--- config.mk ---
export PLATFORM = sky130hd
export DESIGN_NAME = sensor_round_scheduler
export DESIGN_NICKNAME = d
export VERILOG_FILES = /design/src/rtl/sensor_round_scheduler.sv
export SDC_FILE = /design/constraint.sdc
export NUM_CORES = 1
export LEC_CHECK = 0
export ABC_AREA = 1
export BUFFER_PORTS_ARGS = -buffer_cell sky130_fd_sc_hd__buf_2
export CAP_MARGIN = 30
export CORE_ASPECT_RATIO = 0.7
export CORE_MARGIN = 3
export CORE_UTILIZATION = 40
export CTS_BUF_LIST = sky130_fd_sc_hd__clkbuf_8
export DETAILED_ROUTE_END_ITERATION = 12
export PLACE_DENSITY = 0.62
export REMOVE_ABC_BUFFERS = 1
export SLEW_MARGIN = 25
export SYNTH_ARGS = -nofsm -noshare
export SYNTH_HDL_FRONTEND = slang
export SYNTH_SLANG_ARGS = --single-unit
--- constraint.sdc ---
create_clock -name clock -period 2.3 [get_ports clock]
set_input_delay 0.46 -clock clock [delete_from_list [all_inputs] [get_ports clock]]
set_output_delay 0.46 -clock clock [all_outputs]
set_load 0.1 [all_outputs]
--- src/rtl/sensor_round_scheduler.sv ---
// sensor_round_scheduler: fires three ultrasonic sensors in turn with a timeout and a guard gap between them, then combines the valid readings
// Ports: clock, reset (async active-low); iniciar starts a round; medir/pronto_sensor/medida0..2 talk to the sensor interfaces;
// distancia/valida/falha hold the last round's result; fim_medida pulses at round end; ocupado, db_estado, db_sensor for status/debug.
// Build option: define SENSOR_MEDIAN_EN for median / pair-average combining; otherwise the lowest-index valid reading is used.
module sensor_round_scheduler #(
  parameter int TIMEOUT_CYCLES = 2500000,
  parameter int GUARD_CYCLES   = 3000000
) (
  input  logic        clock,
  input  logic        reset,
  input  logic        iniciar,
  output logic [2:0]  medir,
  input  logic [2:0]  pronto_sensor,
  input  logic [11:0] medida0,
  input  logic [11:0] medida1,
  input  logic [11:0] medida2,
  output logic [11:0] distancia,
  output logic        valida,
  output logic [2:0]  falha,
  output logic        fim_medida,
  output logic        ocupado,
  output logic [3:0]  db_estado,
  output logic [3:0]  db_sensor
);
  localparam int MAXC = (TIMEOUT_CYCLES > GUARD_CYCLES) ? TIMEOUT_CYCLES : GUARD_CYCLES;
  localparam int TW = $clog2(MAXC + 1);
  typedef enum logic [3:0] {IDLE = 4'd0, DISPARA = 4'd1, ESPERA = 4'd2, GUARDA = 4'd3, CALCULA = 4'd4, FIM = 4'd5} state_t;
  state_t          r_state;
  logic [1:0]      r_idx;
  logic [2:0]      r_ok;
  logic [11:0]     r_m0, r_m1, r_m2;
  logic [TW-1:0]   r_timer;
  logic [2:0]      r_medir;
  logic [11:0]     r_dist;
  logic            r_valida;
  logic [2:0]      r_falha;
  logic            r_fim;
  logic            w_pronto;
  logic [11:0]     w_sel;
  logic [11:0]     w_first;
  logic [11:0]     w_comb;
  assign w_pronto = |(pronto_sensor & (3'b001 << r_idx));
  assign w_sel    = (r_idx == 2'd0) ? medida0 : (r_idx == 2'd1) ? medida1 : medida2;
  assign w_first  = r_ok[0] ? r_m0 : r_ok[1] ? r_m1 : r_m2;
`ifdef SENSOR_MEDIAN_EN
  logic [11:0] w_lo, w_hi, w_hc, w_med3, w_pa, w_pb;
  logic [12:0] w_sum;
  logic        w_two;
  assign w_lo   = (r_m0 < r_m1) ? r_m0 : r_m1;
  assign w_hi   = (r_m0 < r_m1) ? r_m1 : r_m0;
  assign w_hc   = (w_hi < r_m2) ? w_hi : r_m2;
  assign w_med3 = (w_lo > w_hc) ? w_lo : w_hc;
  // the pair is whichever two flags are set; the odd one out selects the mux legs
  assign w_pa   = r_ok[0] ? r_m0 : r_m1;
  assign w_pb   = r_ok[2] ? r_m2 : r_m1;
  assign w_sum  = {1'b0, w_pa} + {1'b0, w_pb};
  assign w_two  = (r_ok == 3'b011) || (r_ok == 3'b101) || (r_ok == 3'b110);
  assign w_comb = (&r_ok) ? w_med3 : w_two ? w_sum[12:1] : w_first;
`else
  assign w_comb = w_first;
`endif
  always_ff @(posedge clock or negedge reset) begin
    if (!reset) begin
      r_state  <= IDLE;
      r_idx    <= 2'd0;
      r_ok     <= 3'b000;
      r_m0     <= '0;
      r_m1     <= '0;
      r_m2     <= '0;
      r_timer  <= '0;
      r_medir  <= 3'b000;
      r_dist   <= '0;
      r_valida <= 1'b0;
      r_falha  <= 3'b000;
      r_fim    <= 1'b0;
    end else begin
      r_medir <= 3'b000;
      r_fim   <= 1'b0;
      case (r_state)
        IDLE: if (iniciar) begin
          r_idx   <= 2'd0;
          r_ok    <= 3'b000;
          r_m0    <= '0;
          r_m1    <= '0;
          r_m2    <= '0;
          r_medir <= 3'b001;
          r_state <= DISPARA;
        end
        DISPARA: begin
          r_timer <= '0;
          r_state <= ESPERA;
        end
        ESPERA: begin
          r_timer <= r_timer + 1'b1;
          if (w_pronto || r_timer == TW'(TIMEOUT_CYCLES - 1)) begin
            r_timer <= '0;
            r_state <= GUARDA;
          end
          // a zero distance counts as a failed reading: no latch, no ok flag
          if (w_pronto && w_sel != 12'd0) begin
            r_ok[r_idx] <= 1'b1;
            if (r_idx == 2'd0) r_m0 <= w_sel;
            if (r_idx == 2'd1) r_m1 <= w_sel;
            if (r_idx == 2'd2) r_m2 <= w_sel;
          end
        end
        GUARDA: begin
          r_timer <= r_timer + 1'b1;
          if (r_timer == TW'(GUARD_CYCLES - 1)) begin
            r_timer <= '0;
            if (r_idx == 2'd2) r_state <= CALCULA;
            else begin
              r_idx   <= r_idx + 2'd1;
              r_medir <= 3'b010 << r_idx;
              r_state <= DISPARA;
            end
          end
        end
        CALCULA: begin
          if (|r_ok) r_dist <= w_comb;
          r_valida <= |r_ok;
          r_falha  <= ~r_ok;
          r_fim    <= 1'b1;
          r_state  <= FIM;
        end
        FIM:     r_state <= IDLE;
        default: r_state <= IDLE;
      endcase
    end
  end
  assign medir      = r_medir;
  assign distancia  = r_dist;
  assign valida     = r_valida;
  assign falha      = r_falha;
  assign fim_medida = r_fim;
  assign ocupado    = (r_state != IDLE);
  assign db_estado  = r_state;
  assign db_sensor  = {2'b00, r_idx};
endmodule

==> metrics.txt <==
Inserted Diodes=0; reg-to-reg endpoint=db_estado[1]$_DFFE_PN0P_; sequential share of the synthesized area=0.447; Starting Density=0.423; maximum vdd drop=between 0.2 and 0.3 mV; Die ar.=13400 sq um; Crit. End Element=flop; # rows=32; final antenna-violating net count=0; HPWL Detailed=around 9600 microns; clk slew on worst S/H paths=90 ps; # setup viols final=0; crit path buf inv count=2; CTS max path bufs=2; Layout Area Growth over Synthesis=18.1%; Die X=137 microns; Port Buffers=67; Final Hold Viols=0; CTS tree=done; CP required=2530 ps; leak pwr=2.98 nW; Area after DPL=roughly 5400 sq um; critical path class=reg -> reg; power per cell area=~470 nW/um^2; CTS buffer count=9; share of cells above drive strength 1=0.183; Routed WL=about 13000 microns; syn_area_per_cell=~7.4 sq um; Vias=approximately 4600; area leader, netlist=dfrtp_1; Power Total=between 2 and 3 mW; drt initial violations=330; WP data arrival=approximately 2400 ps; min Tclk post-route=2130 ps; r2r setup slk=170 ps; final net count=776; Crit Path Max Fanout=10; Final Skew=10.9 ps; fmax=470 MHz; Synth area leaders=dfrtp_1 (45%), nand2_1 (16%), nand4_1 (6.4%); DRC=0; pin count of the biggest net entering global routing=52; worst hold slack=55.5 ps; dpl ws=between 40 and 50 ps; H-tree levels=3; max capacitance violation total=0; Final Cell Area=~5700 sq um; I/O Pins=71; Commonest cells post-synth=nand2_1 (200), dfrtp_1 (86), nor2_1 (78); Worst slew margin=0.555; core footprint=about 11000 sq um; EDFF count, synth=0; total global routing overflow=0; Synth cell types=33; cell with the most instances after synthesis=nand2_1; cell family contributing the most delay on the critical path=simple AND/OR/NAND/NOR gates; final period utilization=0.926; vias in the first global route=between 4000 and 5000; CP max stage cell=dfrtp_1; fin. max-slew vios=0; Mapped Cells=around 650; Async SR Flop Fraction=1.00; initial antenna violation count=0; r2r startpoint=r_timer[1]$_DFFE_PN0P_; DIE HEIGHT=97.7 microns; clk_lat worst skew=between 300 and 400 ps; CP cell instances=ha_1, nand2_1, nor2_2, nand2_2, nor3_1, nand4_1, nand2_2, nand2_1, buf_4, inv_2, o21ai_0; Cell Area, Synth=between 4000 and 5000 sq um; Setup WS post-layout=approximately 170 ps; status=completed; Synth top area share=0.447; Yosys Warn Count=0; FF-to-FF path depth=11; measured slew at the worst slew-check pin=about 670 ps; Primary FF master, synth=dfrtp_1; Via density=approximately 5.2; HP Class=in -> async; drt first pass iters=5; total track usage=0.203; CP Launch Type=flop; GP Congestion=between 0.9 and 1; Yosys reg bits=86; root buffer selected by CTS=clkbuf_8; drt wl/cell=roughly 15 microns; Worst path max stage delay=between 400 and 500 ps; first-pass GRT wire length=about 22000 microns; clock sink count=86
## worst register-to-register path, cell delays in order (launching register included)
cell,delay [ps]
dfrtp_1,410
ha_1,220
nand2_1,80
nor2_2,150
nand2_2,120
nor3_1,150
nand4_1,210
nand2_2,140
nand2_1,80
buf_4,190
inv_2,140
o21ai_0,120
## cell type report
class,count,area [sq um]
Fill cell,1148,5690
Tap cell,153,191
Clock buffer,10,138
Clock inverter,6,45.0
Inverter,55,211
Sequential cell,86,2150
Timing Repair Buffer,93,608
Multi-Input combinational cell,483,2330
## stage by stage
stage	setup TNS, ps	util	instances
floorplan	-43280	-	623
global placement	0	0.476	866
detailed placement	0	0.476	866
CTS	0	0.492	882
global route	-96.3	0.499	886
finish	0	0.499	886
## placed cells by master (no fill, tap or decap), types with 2 or more instances in the layout
cell type	netlist	layout
inv_1	50	48
or2_2	5	5
or2_0	3	3
nand4_1	49	49
inv_2	4	4
nor4_1	6	6
xor2_1	12	12
conb_1	1	3
nand3_4	1	2
buf_12	1	6
nand2_2	1	4
clkinvlp_4	0	3
dfrtp_1	86	85
ha_1	6	4
nand3b_1	2	2
nor2_2	1	3
xnor2_1	2	2
inv_4	0	2
clkbuf_8	0	10
buf_4	3	21
ha_4	0	2
a21oi_1	21	21
or2_1	3	3
o21ai_0	31	31
buf_2	9	66
nand3_1	31	31
nor2_1	78	76
nand2_1	200	197
nor3_1	22	22
## logic make-up after synthesis
family	after synthesis	share of synthesized area
simple gates	405	0.373
buf+inv	87	0.0806
other cells	1	0.000780
xor+xnor	14	0.0255
compound gates	54	0.0570
flops	86	0.447
fa+ha+maj	6	0.0156
## layer usage
| layer | vias to the layer above | GRT usage | wire [microns] |
|---|---|---|---|
| li1 | 2271 | - | - |
| met1 | 2126 | 0.317 | 6840 |
| met2 | 195 | 0.290 | 5260 |
| met3 | 15 | 0.0453 | 934 |
| met4 | 0 | 0.0345 | 153 |
| met5 | - | 0 | 0 |
## flip-flops by register name, summed over array words and instances (netlist names)
register	flops
db_estado	3
distancia	12
falha	3
fim_medida	1
medir	3
r_idx	2
r_m0	12
r_m1	12
r_m2	12
r_ok	3
r_timer	22
valida	1
## worst max path at each step
stage | start | endpoint | slack (ps) | cells after the start
after CTS | r_idx[1]$_DFFE_PN0P_ | r_m1[10]$_DFFE_PN0P_ | 30 | 14
after global placement | r_idx[1]$_DFFE_PN0P_ | r_m1[4]$_DFFE_PN0P_ | 160 | 14
after detailed placement | r_idx[1]$_DFFE_PN0P_ | r_m1[8]$_DFFE_PN0P_ | 40 | 14
after global routing | r_timer[1]$_DFFE_PN0P_ | db_estado[0]$_DFFE_PN0P_ | -40 | 12
final | r_timer[1]$_DFFE_PN0P_ | db_estado[1]$_DFFE_PN0P_ | 170 | 11
after floorplan | db_estado[1]$_DFFE_PN0P_ | r_m0[0]$_DFFE_PN0P_ | -1150 | 9
## where the power goes
group / switching, mW / leakage [nW] / internal [mW]
clock network: 0.573 / 0.0849 / 0.425
logic: 0.109 / 1.78 / 0.0561
registers: 0.00103 / 1.11 / 1.51
## what timing repair did
action / in CTS / in global routing
gates resized for setup: 0 / 16
endpoints found under the setup margin: 0 / 59
buffers inserted: 0 / 3
hold buffers: 0 / 0
No activity file was read; power rests on OpenSTA's default activity.
